--- config.mk ---
export PLATFORM = sky130hd
export DESIGN_NAME = logic_basic_queue_arbiter
export DESIGN_NICKNAME = d
export VERILOG_FILES = /design/src/rtl/logic_basic_queue_arbiter_pkg.sv /design/src/rtl/logic_basic_queue_arbiter_round_robin.sv /design/src/rtl/logic_basic_queue_arbiter.sv
export SDC_FILE = /design/constraint.sdc
export NUM_CORES = 1
export LEC_CHECK = 0
export CAP_MARGIN = 20
export CORE_MARGIN = 2
export CORE_UTILIZATION = 28
export DETAILED_ROUTE_END_ITERATION = 8
export GPL_TIMING_DRIVEN = 0
export PLACE_DENSITY = 0.51
export SYNTH_ARGS = -nofsm -noshare
export SYNTH_HDL_FRONTEND = slang
export SYNTH_SLANG_ARGS = --single-unit
--- constraint.sdc ---
create_clock -name aclk -period 3.4 [get_ports aclk]
set_clock_uncertainty 0.05 [all_clocks]
set_input_delay 0.85 -clock aclk [delete_from_list [all_inputs] [get_ports aclk]]
set_output_delay 0.85 -clock aclk [all_outputs]
set_load 0.05 [all_outputs]
--- src/rtl/logic_basic_queue_arbiter_pkg.sv ---
// Shared types and helpers for the packet-aware queue arbiter.
package logic_basic_queue_arbiter_pkg;

  typedef enum logic {
    IDLE,
    LOCKED
  } state_t;

  function automatic int id_width(input int n);
    return (n > 2) ? $clog2(n) : 1;
  endfunction

endpackage

--- src/rtl/logic_basic_queue_arbiter_round_robin.sv ---
// Combinational round-robin pick starting one above the pointer.
module logic_basic_queue_arbiter_round_robin
  import logic_basic_queue_arbiter_pkg::*;
#(
  parameter  int INPUTS   = 2,
  localparam int ID_WIDTH = id_width(INPUTS)
) (
  input  logic [INPUTS-1:0]   req,
  input  logic [ID_WIDTH-1:0] ptr,
  output logic [ID_WIDTH-1:0] grant,
  output logic                valid
);

  logic [2*INPUTS-1:0] dbl;
  logic [2*INPUTS-1:0] mask;
  logic [2*INPUTS-1:0] hit;
  logic [ID_WIDTH:0]   pos;
  logic [ID_WIDTH:0]   wrapped;

  // The upper copy of req supplies the wrapped-around candidates.
  always_comb begin
    dbl = {req, req};
    for (int j = 0; j < 2*INPUTS; j++)
      mask[j] = (j > int'(ptr));
    hit = dbl & mask;
    pos = '0;
    for (int j = 2*INPUTS-1; j >= 0; j--)
      if (hit[j]) pos = (ID_WIDTH+1)'(j);
  end

  assign wrapped =
    (pos >= (ID_WIDTH+1)'(INPUTS)) ?
    pos - (ID_WIDTH+1)'(INPUTS) : pos;

  assign grant = wrapped[ID_WIDTH-1:0];
  assign valid = |req;

endmodule

--- src/rtl/logic_basic_queue_arbiter.sv ---
// Packet-aware round-robin arbiter feeding one AXI4-Stream queue.
module logic_basic_queue_arbiter
  import logic_basic_queue_arbiter_pkg::*;
#(
  parameter  int INPUTS   = 2,
  parameter  int WIDTH    = 1,
  localparam int ID_WIDTH = id_width(INPUTS)
) (
  input  logic                         aclk,
  input  logic                         areset_n,
  input  logic [INPUTS-1:0]            rx_tvalid,
  input  logic [INPUTS-1:0]            rx_tlast,
  input  logic [INPUTS-1:0][WIDTH-1:0] rx_tdata,
  output logic [INPUTS-1:0]            rx_tready,
  input  logic                         tx_tready,
  output logic                         tx_tvalid,
  output logic                         tx_tlast,
  output logic [WIDTH-1:0]             tx_tdata,
  output logic [ID_WIDTH-1:0]          tx_tid
);

  state_t              state;
  state_t              state_n;
  logic [ID_WIDTH-1:0] ptr;
  logic [ID_WIDTH-1:0] owner;
  logic [ID_WIDTH-1:0] pick;
  logic [ID_WIDTH-1:0] cur;
  logic                pick_ok;
  logic                cur_ok;
  logic                load;
  logic                accept;
  logic                cur_last;

  logic_basic_queue_arbiter_round_robin #(
    .INPUTS(INPUTS)
  ) u_rr (
    .req  (rx_tvalid),
    .ptr  (ptr),
    .grant(pick),
    .valid(pick_ok)
  );

  assign load     = !tx_tvalid || tx_tready;
  assign cur      = (state == LOCKED) ? owner : pick;
  assign cur_ok   = (state == LOCKED) || pick_ok;
  assign accept   = rx_tvalid[cur] && rx_tready[cur];
  assign cur_last = rx_tlast[cur];

  always_ff @(posedge aclk or negedge areset_n) begin
    if (!areset_n) state <= IDLE;
    else           state <= state_n;
  end

  always_comb begin
    state_n = state;
    unique case (state)
      IDLE:   if (accept && !cur_last) state_n = LOCKED;
      LOCKED: if (accept &&  cur_last) state_n = IDLE;
    endcase
  end

  // No producer is acknowledged while reset is held.
  always_comb begin
    rx_tready = '0;
    if (areset_n && load && cur_ok)
      rx_tready[cur] = 1'b1;
  end

  always_ff @(posedge aclk or negedge areset_n) begin
    if (!areset_n) begin
      ptr   <= ID_WIDTH'(INPUTS-1);
      owner <= '0;
    end else if (accept) begin
      if (cur_last) ptr   <= cur;
      else          owner <= cur;
    end
  end

  always_ff @(posedge aclk or negedge areset_n) begin
    if (!areset_n) begin
      tx_tvalid <= 1'b0;
      tx_tlast  <= 1'b0;
      tx_tdata  <= '0;
      tx_tid    <= '0;
    end else if (accept) begin
      tx_tvalid <= 1'b1;
      tx_tlast  <= cur_last;
      tx_tdata  <= rx_tdata[cur];
      tx_tid    <= cur;
    end else if (tx_tready) begin
      tx_tvalid <= 1'b0;
    end
  end

endmodule

==> flow_summary.json <==
{
  "grt_pass1_wl_um": 1449,
  "grt_overflow": 0,
  "die_area_mm2": 0.001842,
  "cts_root_buf": "clkbuf_4",
  "cp_data_required_time_ns": 2.50,
  "yosysMostFrequentCell": "nand2_1",
  "vdd.ir_drop.worst_uv": 380.7,
  "rows": 14,
  "grt_max_degree": 13,
  "fin_crit_ns": 3.282,
  "drive_above_1_share_pct": 18.33,
  "criticalPathCategory": "in -> out",
  "startpoint": "rx_tvalid[1]",
  "ios": 15,
  "p_per_area_mw_per_mm2": 846.9,
  "wl_um": 810,
  "report.final.hold_viol_count": 0,
  "outcome": "finished, final reports clean",
  "area_growth_pct": 43.07,
  "cts_made_buffers": 3,
  "drc": 0,
  "start_kind": "input pin",
  "max-clock-path-buffers": 2,
  "cts_tree": "built",
  "track_usage_pct": 10.73,
  "antenna_found_initial": 0,
  "clock_latency_ns": 0.24,
  "final_util_pct": 41.74,
  "synth_nets": 51,
  "synth_seq_cells": 7,
  "synth_area_leaders": "dfrtp_1, mux2i_1, mux2_4",
  "yosysWarningCount": 0,
  "ys_top_cells_by_count": "nand2_1, dfrtp_1, inv_1",
  "via_per_inst": 4.803,
  "synth-edff-count": 0,
  "fp.dieH_um": 42.92,
  "port_buffers": 14,
  "yosysTopAreaCell": "dfrtp_1",
  "dp_worst_setup_slack_ns": -0.3098,
  "grt_pass1_vias": 337,
  "stdcell_area_um2": 606.8,
  "r2r_slack_ns": 1.89,
  "synth_cell_types": 21,
  "yosys.area.top_type_share_pct": 35.40,
  "period_share_pct": 96.53,
  "fill_cells": 146,
  "drt_first_pass_iters": 4,
  "setup_viol": 0,
  "rsz0062_at_grt": "no",
  "postCtsSetupBuffers": 0,
  "hp-class": "reg -> reg",
  "placed_cell_area_um2": 584.3,
  "critPathMaxFanout": 5,
  "synthArstFlopShare_pct": 100.0,
  "hold_start": "tx_tdata",
  "die_x_um": 42.92,
  "fin_nets": 70,
  "synth_area_per_cell_um2": 10.10,
  "finalMaxSlewViolations": 0,
  "p_leak_nw": 0.2871,
  "htreeDepth": 1,
  "ys_dominant_reg_cell": "dfrtp_1",
  "tightest_slew_ns": 0.5254,
  "initial_core_util_pct": 29.17,
  "drv_cap": 0,
  "syn_inst": 42,
  "n_antenna_cell": 0,
  "wl_per_cell_um": 10.66,
  "cts.clk_slew.worst_paths_ns": 0.05,
  "critPathArrivalTime_ns": 2.38,
  "r2r-start": "owner",
  "drtIter0Drc": 4,
  "slew_headroom_pct": 64.97,
  "via_count": 365,
  "cts.sinks": 7,
  "fmax_mhz": 304.7,
  "worst_slack_ns": 0.1181,
  "drtAntennaViolNets": 0,
  "crit_path_end_kind": "output pin",
  "coreArea_mm2": 0.001454,
  "netlist_area_um2": 424.2,
  "hold_ws_ns": 0.4475,
  "place_congestion": 0.7194,
  "synth_seq_area_share_pct": 41.59
}
-- cell type report --
type / count / area [um^2] / area share [%]
clock buffer: 4 / 26.28 / 4.330
tap: 16 / 20.02 / 3.299
multi-input combinational: 31 / 232.7 / 38.35
inverter: 4 / 15.01 / 2.474
sequential: 7 / 176.4 / 29.07
timing repair buffer: 14 / 136.4 / 22.47
-- cells by family (layout without fill, tap and decap cells) --
family,count (synthesis),in the layout,synth area share (%)
simple gates,16,16,17.41
flops,7,7,41.59
compound gates,10,10,23.31
mux,5,5,14.16
buf+inv,4,22,3.539
-- where the power goes --
group / switching [W] / internal (W) / total, W
registers: 0.0000278 / 0.000121 / 0.000149
clock network: 0.0000285 / 0.0000446 / 0.0000732
logic: 0.000178 / 0.000114 / 0.000292
-- path summary, 6_finish.rpt --
check | endpoint | depth (start not counted)
worst max-delay path | rx_tready[1] | 5
worst min-delay path | tx_tdata | 2
worst max register to register | flip-flop | 3
worst min register to register | tx_tdata | 2
max in group asynchronous | ptr | 1
min in group asynchronous | tx_tlast | 1
-- timing repair --
action,CTS,global route
resized for setup,3,0
endpoints found under the setup margin,2,0
hold buffers,0,0
-- per-stage QoR --
| stage | std cells | power [W] | setup TNS, ns |
|---|---|---|---|
| final | 76 | 0.0005139 | 0 |
| after global routing | 76 | 0.0005513 | 0 |
| after CTS | 76 | 0.0005221 | 0 |
| after detailed placement | 72 | 0.0004506 | -0.6193 |
| after global placement | 72 | 0.0004493 | -0.6010 |
| after floorplan | 42 | 0.0003606 | 0 |
-- worst max-delay path, stage by stage --
cell and delay (ns):
clkdlybuf4s50_1 0.49, or2_2 0.37, o211ai_1 0.20, nor2_1 0.05
dlygate4sd2_1 0.42
-- layout by cell type, fill, tap and decap left out --
| master | synthesis | routed |
|---|---|---|
| inv_1 | 4 | 4 |
| nor2_1 | 3 | 3 |
| o2111ai_4 | 1 | 1 |
| or2_2 | 1 | 1 |
| a21oi_1 | 1 | 1 |
| dlygate4sd2_1 | 0 | 3 |
| clkbuf_1 | 0 | 1 |
| mux2_4 | 2 | 2 |
| a21boi_4 | 1 | 1 |
| dfstp_2 | 1 | 1 |
| a2bb2oi_1 | 1 | 1 |
| a31oi_1 | 1 | 1 |
| nand3_1 | 2 | 2 |
| nor3_1 | 1 | 1 |
| o21ai_0 | 1 | 1 |
| dfrtp_1 | 6 | 6 |
| nand2_1 | 7 | 7 |
| clkdlybuf4s50_1 | 0 | 11 |
| o211ai_1 | 1 | 1 |
| o21ai_1 | 2 | 2 |
| clkbuf_4 | 0 | 3 |
| o32a_2 | 1 | 1 |
| nand2b_1 | 1 | 1 |
| mux2i_1 | 3 | 3 |
| nor2b_2 | 1 | 1 |
-- per-layer routing --
| layer | global-route usage [%] | up-vias | wire length, um |
|---|---|---|---|
| li1 | - | 190 | - |
| met1 | 15.18 | 165 | 393 |
| met2 | 13.94 | 10 | 362 |
| met3 | 2.553 | 0 | 54 |
| met4 | 7.500 | 0 | 0 |
| met5 | 0 | - | 0 |
(Power assumes the default switching activity.)
